--- src/rtl/ro_scan_scheduler_if.sv ---
// Byte-stream link from ro_scan_scheduler to the UART transmitter.
interface ro_scan_scheduler_if;
    logic       tx_start;
    logic [7:0] tx_data;
    logic       tx_busy;

    modport master (output tx_start, output tx_data, input tx_busy);
    modport slave  (input tx_start, input tx_data, output tx_busy);
endinterface

--- src/rtl/ro_scan_scheduler.sv ---
// Ring-oscillator scan sequencer: settles, gates and captures each enabled RO, then
// streams {A,idx}, count_hi, count_lo to the UART. RO_SCAN_CHECKSUM_EN adds an XOR byte.
module ro_scan_scheduler #(
    parameter int unsigned N_OSC         = 4,
    parameter int unsigned CNT_W         = 16,
    parameter int unsigned GATE_CYCLES   = 10000,
    parameter int unsigned SETTLE_CYCLES = 16
) (
    input  logic                clk,
    input  logic                rst_n,
    input  logic                ena,
    input  logic                start,
    input  logic                cont,
    input  logic [N_OSC-1:0]    osc_mask,
    input  logic [CNT_W-1:0]    count,
    ro_scan_scheduler_if.master tx,
    output logic [N_OSC-1:0]    osc_en,
    output logic [1:0]          osc_sel,
    output logic                cnt_clr,
    output logic                cnt_en,
    output logic                busy,
    output logic                done
);

    localparam int unsigned MAX_CYC = (GATE_CYCLES > SETTLE_CYCLES) ? GATE_CYCLES : SETTLE_CYCLES;
    localparam int unsigned CYC_W   = (MAX_CYC > 1) ? $clog2(MAX_CYC) : 1;
    localparam logic [CYC_W-1:0] SETTLE_INIT = CYC_W'(SETTLE_CYCLES - 1);
    localparam logic [CYC_W-1:0] GATE_INIT   = CYC_W'(GATE_CYCLES - 1);
`ifdef RO_SCAN_CHECKSUM_EN
    localparam logic [1:0] LAST_BYTE = 2'd3;
`else
    localparam logic [1:0] LAST_BYTE = 2'd2;
`endif

    typedef enum logic [2:0] {IDLE, SETTLE, GATE, CAPTURE, SEND, NEXT} state_t;

    state_t           state;
    logic [1:0]       idx;
    logic [N_OSC-1:0] mask_q;
    logic [CYC_W-1:0] cyc;
    logic [15:0]      cap;
    logic [1:0]       bidx;
    logic             hold;
    logic             tx_start_q;
    logic [7:0]       tx_data_q;
    logic             lo_found;
    logic [1:0]       lo_idx;
    logic             nx_found;
    logic [1:0]       nx_idx;

    assign osc_sel     = idx;
    assign tx.tx_start = tx_start_q;
    assign tx.tx_data  = tx_data_q;

    function automatic logic [N_OSC-1:0] onehot(input logic [1:0] n);
        logic [N_OSC-1:0] v;
        v = '0;
        for (int unsigned i = 0; i < N_OSC; i++)
            v[i] = (32'(n) == i);
        return v;
    endfunction

    function automatic logic [7:0] frame_byte(input logic [1:0] b, input logic [1:0] n,
                                              input logic [15:0] c);
        logic [7:0] hdr;
        logic [7:0] r;
        hdr = {4'hA, 2'b00, n};
        case (b)
            2'd0:    r = hdr;
            2'd1:    r = c[15:8];
            2'd2:    r = c[7:0];
`ifdef RO_SCAN_CHECKSUM_EN
            2'd3:    r = hdr ^ c[15:8] ^ c[7:0];
`endif
            default: r = 8'h00;
        endcase
        return r;
    endfunction

    // Lowest set bit of the live mask (scan start) and next higher bit of the latched one.
    always_comb begin
        lo_found = 1'b0;
        lo_idx   = '0;
        nx_found = 1'b0;
        nx_idx   = '0;
        for (int unsigned i = 0; i < N_OSC; i++) begin
            if (osc_mask[i] && !lo_found) begin
                lo_found = 1'b1;
                lo_idx   = 2'(i);
            end
            if (mask_q[i] && (i > 32'(idx)) && !nx_found) begin
                nx_found = 1'b1;
                nx_idx   = 2'(i);
            end
        end
    end

    always_ff @(posedge clk) begin
        if (!rst_n || !ena) begin
            state      <= IDLE;
            idx        <= '0;
            mask_q     <= '0;
            cyc        <= '0;
            cap        <= '0;
            bidx       <= '0;
            hold       <= 1'b0;
            tx_start_q <= 1'b0;
            tx_data_q  <= '0;
            osc_en     <= '0;
            cnt_clr    <= 1'b0;
            cnt_en     <= 1'b0;
            busy       <= 1'b0;
            done       <= 1'b0;
        end else begin
            cnt_clr    <= 1'b0;
            done       <= 1'b0;
            tx_start_q <= 1'b0;
            tx_data_q  <= '0;
            case (state)
                IDLE: begin
                    if (start) begin
                        mask_q <= osc_mask;
                        if (lo_found) begin
                            state   <= SETTLE;
                            idx     <= lo_idx;
                            osc_en  <= onehot(lo_idx);
                            cnt_clr <= 1'b1;
                            cyc     <= SETTLE_INIT;
                            busy    <= 1'b1;
                        end else begin
                            done <= 1'b1;
                        end
                    end
                end
                SETTLE: begin
                    if (cyc == '0) begin
                        state  <= GATE;
                        cnt_en <= 1'b1;
                        cyc    <= GATE_INIT;
                    end else begin
                        cyc <= cyc - CYC_W'(1);
                    end
                end
                GATE: begin
                    if (cyc == '0) begin
                        state  <= CAPTURE;
                        cnt_en <= 1'b0;
                    end else begin
                        cyc <= cyc - CYC_W'(1);
                    end
                end
                CAPTURE: begin
                    cap    <= 16'(count);
                    osc_en <= '0;
                    state  <= SEND;
                    bidx   <= '0;
                    hold   <= 1'b0;
                    // The header does not depend on cap, so byte 0 can go out on entry.
                    if (!tx.tx_busy) begin
                        tx_start_q <= 1'b1;
                        tx_data_q  <= frame_byte(2'd0, idx, cap);
                    end
                end
                SEND: begin
                    if (tx_start_q) begin
                        if (bidx == LAST_BYTE) begin
                            state <= NEXT;
                        end else begin
                            bidx <= bidx + 2'd1;
                            hold <= 1'b1;
                        end
                    end else if (hold) begin
                        hold <= 1'b0;
                    end else if (!tx.tx_busy) begin
                        tx_start_q <= 1'b1;
                        tx_data_q  <= frame_byte(bidx, idx, cap);
                    end
                end
                NEXT: begin
                    if (nx_found) begin
                        state   <= SETTLE;
                        idx     <= nx_idx;
                        osc_en  <= onehot(nx_idx);
                        cnt_clr <= 1'b1;
                        cyc     <= SETTLE_INIT;
                    end else begin
                        done <= 1'b1;
                        if (cont && lo_found) begin
                            mask_q  <= osc_mask;
                            state   <= SETTLE;
                            idx     <= lo_idx;
                            osc_en  <= onehot(lo_idx);
                            cnt_clr <= 1'b1;
                            cyc     <= SETTLE_INIT;
                        end else begin
                            if (cont)
                                mask_q <= osc_mask;
                            state <= IDLE;
                            idx   <= '0;
                            busy  <= 1'b0;
                        end
                    end
                end
                default: state <= IDLE;
            endcase
        end
    end

endmodule

--- src/flat_wrapper.sv ---
// flat-port wrapper written by rule: the top's interface ports become plain ports
module ro_scan_scheduler_flat 
#(
    parameter int unsigned N_OSC         = 4,
    parameter int unsigned CNT_W         = 16,
    parameter int unsigned GATE_CYCLES   = 10000,
    parameter int unsigned SETTLE_CYCLES = 16
)
  (clk, rst_n, ena, start, cont, osc_mask, count, osc_en, osc_sel, cnt_clr, cnt_en, busy, done, tx_tx_start, tx_tx_data, tx_tx_busy);
  ro_scan_scheduler_if tx_i ();
  input  logic clk;
  input  logic rst_n;
  input  logic ena;
  input  logic start;
  input  logic cont;
  input  logic [N_OSC-1:0] osc_mask;
  input  logic [CNT_W-1:0] count;
  output logic [N_OSC-1:0] osc_en;
  output logic [1:0] osc_sel;
  output logic cnt_clr;
  output logic cnt_en;
  output logic busy;
  output logic done;
  output wire logic [$bits(tx_i.tx_start)-1:0] tx_tx_start;
  output wire logic [$bits(tx_i.tx_data)-1:0] tx_tx_data;
  input wire logic [$bits(tx_i.tx_busy)-1:0] tx_tx_busy;
  assign tx_tx_start = tx_i.tx_start;
  assign tx_tx_data = tx_i.tx_data;
  assign tx_i.tx_busy = tx_tx_busy;
  ro_scan_scheduler #(.N_OSC(N_OSC), .CNT_W(CNT_W), .GATE_CYCLES(GATE_CYCLES), .SETTLE_CYCLES(SETTLE_CYCLES)) u_core (.clk(clk), .rst_n(rst_n), .ena(ena), .start(start), .cont(cont), .osc_mask(osc_mask), .count(count), .tx(tx_i), .osc_en(osc_en), .osc_sel(osc_sel), .cnt_clr(cnt_clr), .cnt_en(cnt_en), .busy(busy), .done(done));
endmodule
--- config.mk ---
export PLATFORM = sky130hd
export DESIGN_NAME = ro_scan_scheduler_flat
export DESIGN_NICKNAME = d
export VERILOG_FILES = /design/src/rtl/ro_scan_scheduler_if.sv /design/src/rtl/ro_scan_scheduler.sv /design/src/flat_wrapper.sv
export SDC_FILE = /design/constraint.sdc
export NUM_CORES = 1
export LEC_CHECK = 0
export ABC_AREA = 1
export BUFFER_PORTS_ARGS = -buffer_cell sky130_fd_sc_hd__buf_4
export CORE_MARGIN = 1.5
export CORE_UTILIZATION = 56
export DETAILED_ROUTE_END_ITERATION = 12
export PLACE_DENSITY = 0.79
export SETUP_SLACK_MARGIN = 0.3
export SLEW_MARGIN = 20
export SYNTH_ARGS = -nofsm -noshare
export SYNTH_HDL_FRONTEND = slang
export SYNTH_SLANG_ARGS = --single-unit
--- constraint.sdc ---
create_clock -name clk -period 2.2 [get_ports clk]
set_input_delay 0.33 -clock clk [delete_from_list [all_inputs] [get_ports clk]]
set_output_delay 0.33 -clock clk [all_outputs]
set_load 0.05 [all_outputs]
==> results of run 1 <==
## final cells by class
class | count | share of cell area, %
clock buffers | 9 | 3.43
well taps | 70 | 2.43
inverters | 51 | 5.34
multi-input cells | 321 | 43.2
repair buffers | 53 | 11.0
flip-flops and latches | 58 | 32.3
clock inverters | 6 | 2.29
## metal layers
layer  vias up  track usage, %
li1       1530               -
met1      1374            32.7
met2        84            41.9
met3        17            4.76
met4         0            15.9
met5         -               0
## worst max-delay path by stage
| stage | slack, ps | to | depth (start not counted) |
|---|---|---|---|
| 4_1_cts | 330 | u_core.state[0]$_SDFFE_PP0P_ | 9 |
| 6_report | 470 | u_core.cyc[11]$_SDFFE_PP0P_ | 10 |
| 2_1_floorplan | 500 | u_core.mask_q[1]$_SDFFE_PP0P_ | 8 |
| 5_1_grt | 260 | u_core.state[0]$_SDFFE_PP0P_ | 9 |
| 3_5_place_dp | 360 | u_core.state[0]$_SDFFE_PP0P_ | 9 |
| 3_3_place_gp | 480 | u_core.state[0]$_SDFFE_PP0P_ | 9 |
## what timing repair did
| item | 4_1_cts | 5_1_grt |
|---|---|---|
| gates resized for setup | 0 | 7 |
| endpoints found under the setup margin | 0 | 17 |
| setup buffers | 0 | 4 |
## flip-flops by register name, indices dropped and copies added (netlist names), 2 cells and up
register,flops
u_core.osc_sel,2
u_core.osc_en,4
u_core.mask_q,3
u_core.cap,16
u_core.tx.tx_data,8
u_core.bidx,2
u_core.cyc,14
u_core.state,3
## power by group through the flow
stage | Combinational (mW) | Clock, mW | Sequential, mW
after floorplan | 0.249 | 0 | 1.14
after global placement | 0.378 | 0 | 1.12
after detailed placement | 0.385 | 0 | 1.12
after CTS | 0.389 | 1.07 | 1.09
after global routing | 0.443 | 1.11 | 1.10
final | 0.399 | 1.05 | 1.09
## cells in the final DEF (no fill, tap or decap), types with 3 or more instances in the layout
master and count:
nand2_1 102, nor2_1 74, dfxtp_1 56, buf_4 53
inv_1 43, o21ai_0 33, nand3_1 33, a21oi_1 29
clkbuf_8 9, nand4_1 7, inv_2 6, ha_1 5
nor3_2 4, nand3_2 4, clkinv_2 4, a22o_1 4
xor2_1 3, a31oi_1 3, a211oi_1 3
## stage by stage
stage / instances / util (%)
detailed placement: 549 / 66.0
finish: 568 / 71.1
global route: 568 / 71.1
CTS: 564 / 70.1
global placement: 549 / 66.0
floorplan: 441 / -
## cells by family (layout without fill, tap and decap cells)
logic type | after synthesis | after routing | synth area share [%]
buf+inv | 62 | 119 | 8.24
compound gates | 76 | 76 | 14.1
flops | 58 | 58 | 39.4
xor+xnor | 3 | 3 | 0.892
simple gates | 237 | 237 | 35.3
fa+ha+maj | 5 | 5 | 2.12
## worst min-delay path: stages
cell     delay (ps)
buf_4           120
inv_1            40
a21oi_1          50
==> flow_metrics.env, run 1 <==
export IMPL_critPathArrivalTime_ps=1970
export IMPL_cts_tree="done"
export IMPL_yosysTopAreaCell="dfxtp_1"
export IMPL_startpoint="u_core.cyc[0]$_SDFFE_PP0P_"
export IMPL_hold_end="u_core.mask_q[3]$_SDFFE_PP0P_"
export IMPL_fin_ws_ps=466
export IMPL_synth_area_leaders="dfxtp_1 39%, nand2_1 13%, nor2_1 9.7%"
export IMPL_cts_buffers=9
export IMPL_synth_edf_count=0
export IMPL_met2WireLength_um=3330
export IMPL_clk_latency_ps=340
export IMPL_fillers=446
export IMPL_htree_num_levels=3
export IMPL_placed_area_sq_mm=0.00335
export IMPL_via_per_inst=5.29
export IMPL_slew_viol_final=0
export IMPL_worst_path_dominant_cell_family="simple AND/OR/NAND/NOR gates"
export IMPL_ys_flop_type="dfxtp_1"
export IMPL_drtIter0Drc=201
export IMPL_num_rows=26
export IMPL_netlist_area_sq_mm=0.00295
export IMPL_layout_min_cycle_time_ps=1730
export IMPL_cp_cell_sequence="inv_1 -> ha_1 -> nand3_2 -> nor2_4 -> nand4_2 -> nand2_1 -> nor2_4 -> nand3_1 -> nand2_1 -> nor2_1"
export IMPL_r2r_start="u_core.cyc[0]$_SDFFE_PP0P_"
export IMPL_die_area_sq_mm=0.00570
export IMPL_power_leakage_nw=1.64
export IMPL_synth_most_common_cell="nand2_1"
export IMPL_drcViolationCount=0
export IMPL_cp_required_ps=2440
export IMPL_wl_met1_um=3150
export IMPL_pwr_share_clk_pct=41.3
export IMPL_core_sq_mm=0.00507
export IMPL_first_pass_iters=4
export IMPL_finClkSkew_ps=5.65
export IMPL_avgSynthCellArea_sq_um=6.68
export IMPL_cts_root_buffer="clkbuf_8"
export IMPL_clkTransAtPathRegs_ps=70
export IMPL_grt_max_degree=32
export IMPL_final_nets=525
export IMPL_cp_num_buf_inv=1
export IMPL_r2r_setup_slack_ps=470
export IMPL_hold_path_class="input port to register"
export IMPL_grtUsageTotal_pct=26.2
export IMPL_whs_ps=241
export IMPL_synth_warnings=0
export IMPL_rr_worst_depth=10
export IMPL_setup_tns_final_ps=0
export IMPL_cp_end_kind="register"
export IMPL_hold_violations=0
export IMPL_setup_viol=0
export IMPL_peakVddDrop_mv=0.421
export IMPL_ys_top_cells_by_count="103 x nand2_1, 76 x nor2_1, 58 x dfxtp_1"
export IMPL_drive_above_1_share_pct=18.9
export IMPL_pre_cts_slack_ps=356
export IMPL_seq_area_sq_mm=0.00116
export IMPL_holdBufCountCts=0
export IMPL_grt_pass1_vias=2654
export IMPL_start_util_pct=58.0
export IMPL_diodes=0
export IMPL_comb_power_share_pct=15.7
export IMPL_p_seq_share_pct=43.0
export IMPL_grt_pass1_wl_um=11300
export IMPL_overflow=0
export IMPL_synth_top_area_share_pct=39.4
export IMPL_worstHoldPathCells=3
export IMPL_setup_worst_path_class="register to register"
export IMPL_worst_setup_path_start_kind="register"
export IMPL_slew_headroom_pct=70.7
export IMPL_async_flop_share_pct=0
export IMPL_die_x_um=75.5
export IMPL_multi_input_area_sq_mm=0.00156
export IMPL_r2r_end="u_core.cyc[11]$_SDFFE_PP0P_"
export IMPL_clock_sinks=58
export IMPL_max_freq_mhz=577
export IMPL_portBuffers=44
export IMPL_switching_share_pct=27.7
export IMPL_fin_area_sq_mm=0.00361
export IMPL_ys_seq_area_share_pct=39.4
export IMPL_wl_per_cell_um=12.3
export IMPL_outcome="finished clean"
export IMPL_syn_nets=472
export IMPL_ant_nets=0
export IMPL_die_height_um=75.5
export IMPL_num_vias=3005
export IMPL_cpMaxStageDelayCell="dfxtp_1"
export IMPL_rsz0062_at_grt="true"
export IMPL_internal_power_mw=1.84
export IMPL_syn_inst=441
export IMPL_io_pin_count=45
export IMPL_yosys_register_bits=58
export IMPL_top_layer="met4"
export IMPL_hpwlAfterDp_um=5020
export IMPL_gp_routability_congestion=0.848
export IMPL_path_max_fanout=15
export IMPL_hp_start="osc_mask[3]"
export IMPL_power_mw=2.54
export IMPL_critPathMaxStageDelay_ps=320
export IMPL_p_sw_uw=704
export IMPL_maxCapViolations=0
export IMPL_wirelength_um=7000
export IMPL_tightestPinTransition_ps=436
export IMPL_area_delta_synth_final_pct=22.5
export IMPL_antenna_found_initial=0
export IMPL_powerDensity_mw_per_mm2=705
export IMPL_synth_distinct_cells=33
export IMPL_period_share_pct=78.8
export IMPL_wl_met3_um=335
export IMPL_clock_path_buffers=2
(Power assumes the default switching activity.)
==> run 2, diff against run 1 <==
- ABC_AREA: 1 -> 0
- clock period: 2.2 -> 1.7 ns (I/O delays scaled with it)
==> run 2 against run 1 <==
  * The run now fails in global routing
  * Synthesized cell count fell by 18%
  * Area after synthesis fell by 1.3%
==> flow_metrics.env, run 2 <==
export IMPL_synth_top_area_share_pct=39.9
export IMPL_gp_routability_congestion=0.933
export IMPL_yosysTopAreaCell="dfxtp_1"
export IMPL_num_rows=26
export IMPL_netlist_area_sq_mm=0.00291
export IMPL_synth_xor_area_share_pct=0
export IMPL_synth_simple_area_share_pct=27.0
export IMPL_synth_distinct_cells=58
export IMPL_syn_inst=361
export IMPL_synth_edf_count=0
export IMPL_ys_seq_area_share_pct=39.9
export IMPL_syn_nets=392
export IMPL_hpwlAfterDp_um=6170
export IMPL_clock_path_buffers=2
export IMPL_worst_ep_kind="register input"
export IMPL_avgSynthCellArea_sq_um=8.05
export IMPL_portBuffers=44
export IMPL_error_line="[ERROR DPL-0038] Utilization greater than 100%, impossible to legalize"
export IMPL_grt_worst_setup_endpoint="u_core.cyc[9]$_SDFFE_PP0P_/D"
export IMPL_die_x_um=75.0
export IMPL_synth_top_family_by_area="simple AND/OR/NAND/NOR gates"
export IMPL_synth_area_leaders="dfxtp_1 40%, a21oi_1 8.3%, nand2_1 7.0%"
export IMPL_synth_warnings=0
export IMPL_start_util_pct=57.6
export IMPL_grt_max_degree=35
export IMPL_synthAdderAreaFrac_pct=2.15
export IMPL_cts_root_buffer="clkbuf_8"
export IMPL_ys_top_cells_by_count="58 x dfxtp_1, 54 x nand2_1, 48 x a21oi_1"
export IMPL_htree_num_levels=3
export IMPL_io_pin_count=45
export IMPL_cts_buffers=9
export IMPL_ys_flop_type="dfxtp_1"
export IMPL_yosys_register_bits=58
export IMPL_die_height_um=75.0
export IMPL_clock_sinks=58
export IMPL_async_flop_share_pct=0
export IMPL_synth_most_common_cell="dfxtp_1"
export IMPL_muxShareOfSynthArea_pct=1.42
export IMPL_synth_compound_area_share_pct=25.0
export IMPL_outcome="did not finish"
export IMPL_lastStage="global routing"
[run 2: cell count changes after synthesis, sizes merged, moves of 19 or more]
cell and change:
nor2 -45, o21ai -26, nand3 -30, a21oi +19, nand2 -49, inv -37
[run 2: kinds of logic after synthesis]
kind of cell	Yosys count
AOI/OAI and AO/OA	111
adders and majority gates	5
buffers and inverters	32
DFF	58
muxes	4
and+or+nand+nor	151
[run 2: timing repair]
action | CTS
hold buffers | 0
buffers inserted | 17
gates cloned | 1
gates resized for setup | 65
endpoints found under the setup margin | 55
pin swaps | 27
[run 2: through the flow]
stage | setup WS [ps] | area (sq um) | cells | utilization [%]
2_1_floorplan | -208 | 3120 | 361 | -
3_3_place_gp | -175 | 3970 | 528 | 78.7
3_5_place_dp | -231 | 3970 | 528 | 78.7
4_1_cts | -140 | 4580 | 561 | 90.8
==> run 3, diff against run 2 <==
- CORE_UTILIZATION: 56 -> 40
- PLACE_DENSITY: 0.79 -> default
- PLACE_DENSITY_LB_ADDON: default -> 0.15
- SETUP_SLACK_MARGIN: 0.3 -> default
==> run 3 against run 2 <==
  * The flow now finishes, with violations (negative setup slack)
  * Synthesized cell count unchanged
  * Area after synthesis unchanged
==> flow_metrics.env, run 3 <==
export IMPL_clkTransAtPathRegs_ps=70
export IMPL_clk_latency_ps=350
export IMPL_yosys_register_bits=58
export IMPL_ys_top_cells_by_count="58 x dfxtp_1, 54 x nand2_1, 48 x a21oi_1"
export IMPL_critPathArrivalTime_ps=2120
export IMPL_ant_nets=0
export IMPL_tightestPinTransition_ps=502
export IMPL_cts_buffers=9
export IMPL_clock_sinks=58
export IMPL_yosysTopAreaCell="dfxtp_1"
export IMPL_worstHoldPathCells=2
export IMPL_synth_warnings=0
export IMPL_cp_cell_sequence="or4_4 -> nor4_4 -> buf_6 -> buf_6 -> nor3_2 -> o221a_2"
export IMPL_hpwlAfterDp_um=6110
export IMPL_r2r_setup_slack_ps=-180
export IMPL_synth_top_area_share_pct=39.9
export IMPL_fin_ws_ps=-176
export IMPL_num_rows=30
export IMPL_whs_ps=82.4
export IMPL_setup_tns_final_ps=-1430
export IMPL_num_vias=3158
export IMPL_final_common_cell="buf_4"
export IMPL_r2r_end="u_core.cyc[8]$_SDFFE_PP0P_"
export IMPL_worst_setup_path_start_kind="register"
export IMPL_hold_path_class="input port to register"
export IMPL_outcome="complete, but fails checks"
export IMPL_fin_area_sq_mm=0.00448
export IMPL_cts_root_buffer="clkbuf_8"
export IMPL_avgSynthCellArea_sq_um=8.05
export IMPL_start_util_pct=42.1
export IMPL_syn_nets=392
export IMPL_async_flop_share_pct=0
export IMPL_synth_area_leaders="dfxtp_1 40%, a21oi_1 8.3%, nand2_1 7.0%"
export IMPL_ys_flop_type="dfxtp_1"
export IMPL_cp_end_kind="register"
export IMPL_layout_min_cycle_time_ps=1880
export IMPL_ys_seq_area_share_pct=39.9
export IMPL_largest_reg_flops=16
export IMPL_synth_edf_count=0
export IMPL_final_cell_mix="122 x buf_4, 49 x nand2_1, 49 x dfxtp_1, 42 x a21oi_1, 29 x nor2_1"
export IMPL_die_height_um=88.2
export IMPL_path_common_cell="buf_6"
export IMPL_regMostFlops="u_core.cap"
export IMPL_gp_routability_congestion=0.895
export IMPL_die_area_sq_mm=0.00779
export IMPL_io_pin_count=45
export IMPL_diodes=0
export IMPL_critPathMaxStageDelay_ps=590
export IMPL_core_sq_mm=0.00691
export IMPL_overflow=0
export IMPL_netlist_area_sq_mm=0.00291
export IMPL_power_leakage_nw=1.84
export IMPL_maxCapViolations=0
export IMPL_drtIter0Drc=138
export IMPL_power_mw=4.25
export IMPL_setup_worst_path_class="register to register"
export IMPL_path_max_fanout=6
export IMPL_synth_most_common_cell="dfxtp_1"
export IMPL_area_delta_synth_final_pct=54.2
export IMPL_grtUsageTotal_pct=23.0
export IMPL_cp_required_ps=1940
export IMPL_drcViolationCount=0
export IMPL_wirelength_um=8750
export IMPL_grt_pass1_wl_um=13900
export IMPL_final_nets=514
export IMPL_cts_tree="done"
export IMPL_die_x_um=88.2
export IMPL_powerDensity_mw_per_mm2=947
export IMPL_grt_max_degree=35
export IMPL_hold_violations=0
export IMPL_first_pass_iters=4
export IMPL_holdBufCountCts=0
export IMPL_cpMaxStageDelayCell="or4_4"
export IMPL_drive_above_1_share_pct=43.2
export IMPL_grt_pass1_vias=2993
export IMPL_clock_path_buffers=2
export IMPL_fillers=631
export IMPL_portBuffers=44
export IMPL_period_share_pct=110
export IMPL_hold_end="u_core.tx.tx_start$_SDFF_PP0_"
export IMPL_slew_headroom_pct=66.5
export IMPL_slew_viol_final=0
export IMPL_via_per_inst=5.41
export IMPL_violations="negative setup slack"
export IMPL_placed_area_sq_mm=0.00393
export IMPL_htree_num_levels=3
export IMPL_hp_start="tx_tx_busy"
export IMPL_setup_viol=14
export IMPL_antenna_found_initial=0
export IMPL_r2r_start="u_core.cyc[10]$_SDFFE_PP0P_"
export IMPL_wl_per_cell_um=15.0
export IMPL_max_freq_mhz=533
export IMPL_synth_distinct_cells=58
export IMPL_rsz0062_at_grt="true"
export IMPL_finClkSkew_ps=7.31
export IMPL_rr_worst_depth=6
export IMPL_syn_inst=361
export IMPL_peakVddDrop_mv=0.543
run 3: cell counts after synthesis:
No cell type changed its count.
run 3: report_power, final:
part / leakage, nW / switching, mW / internal [mW] / total, mW
combinational: 1.26 / 0.738 / 0.700 / 1.44
clock: 0.0986 / 0.585 / 0.755 / 1.34
sequential: 0.474 / 0.0497 / 1.42 / 1.47
total: 1.84 / 1.37 / 2.87 / 4.25
run 3: worst max-delay path by stage:
stage	start	to	slack, ps	cells after the start
final	u_core.cyc[10]$_SDFFE_PP0P_	u_core.cyc[8]$_SDFFE_PP0P_	-180	6
after global routing	u_core.cyc[0]$_SDFFE_PP0P_	u_core.cyc[9]$_SDFFE_PP0P_	-210	8
after CTS	u_core.osc_sel[1]$_SDFFE_PP0P_	u_core.cyc[9]$_SDFFE_PP0P_	-130	5
after detailed placement	osc_mask[1]	u_core.cyc[13]$_SDFFE_PP0P_	-270	7
after global placement	osc_mask[1]	u_core.cyc[13]$_SDFFE_PP0P_	-270	7
after floorplan	u_core.cyc[1]$_SDFFE_PP0P_	u_core.cyc[8]$_SDFFE_PP0P_	-210	6
run 3: layout make-up:
cell class | count | area [sq um] | share of cell area, %
multi-input cells | 271 | 1920 | 42.8
flip-flops and latches | 58 | 1180 | 26.3
repair buffers | 131 | 1020 | 22.7
clock buffers | 12 | 155 | 3.46
well taps | 96 | 120 | 2.68
clock inverters | 4 | 50.0 | 1.12
inverters | 12 | 45.0 | 1.01
run 3: worst max-delay path: cells and delay by family, from the launching register on:
kind / cells / cell delay, ps
compound gates: 1 / 260
simple gates: 3 / 920
buf+inv: 2 / 260
flops: 1 / 320
run 3: cells by family (layout without fill, tap and decap cells):
kind of cell / count (synthesis) / count (layout) / share of synthesized area (%)
simple gates: 151 / 151 / 27.0
compound gates: 111 / 111 / 25.0
flops: 58 / 58 / 39.9
buf+inv: 32 / 159 / 4.43
fa+ha+maj: 5 / 5 / 2.15
mux: 4 / 4 / 1.42
run 3: what timing repair did:
| action | in CTS | in global routing |
|---|---|---|
| setup buffers | 8 | 6 |
| setup endpoints to repair | 30 | 34 |
| gates resized for setup | 19 | 37 |
| pin swaps | 13 | 22 |
run 3: per-stage QoR:
| stage | worst slack, ps | cells | utilization (%) |
|---|---|---|---|
| final | -176 | 584 | 64.9 |
| after global routing | -213 | 584 | 64.9 |
| after CTS | -135 | 578 | 62.1 |
| after detailed placement | -272 | 554 | 56.9 |
| after global placement | -267 | 554 | 56.9 |
| after floorplan | -208 | 361 | - |
run 3: layer usage:
metal / wire, um / part of all wire [%] / vias up / track usage, %
met5: 0 / 0 / - / 0
met4: 176 / 2.0 / 0 / 10.1
met3: 362 / 4.1 / 18 / 3.73
met2: 4250 / 49 / 87 / 37.9
met1: 3970 / 45 / 1491 / 29.9
li1: - / - / 1562 / -
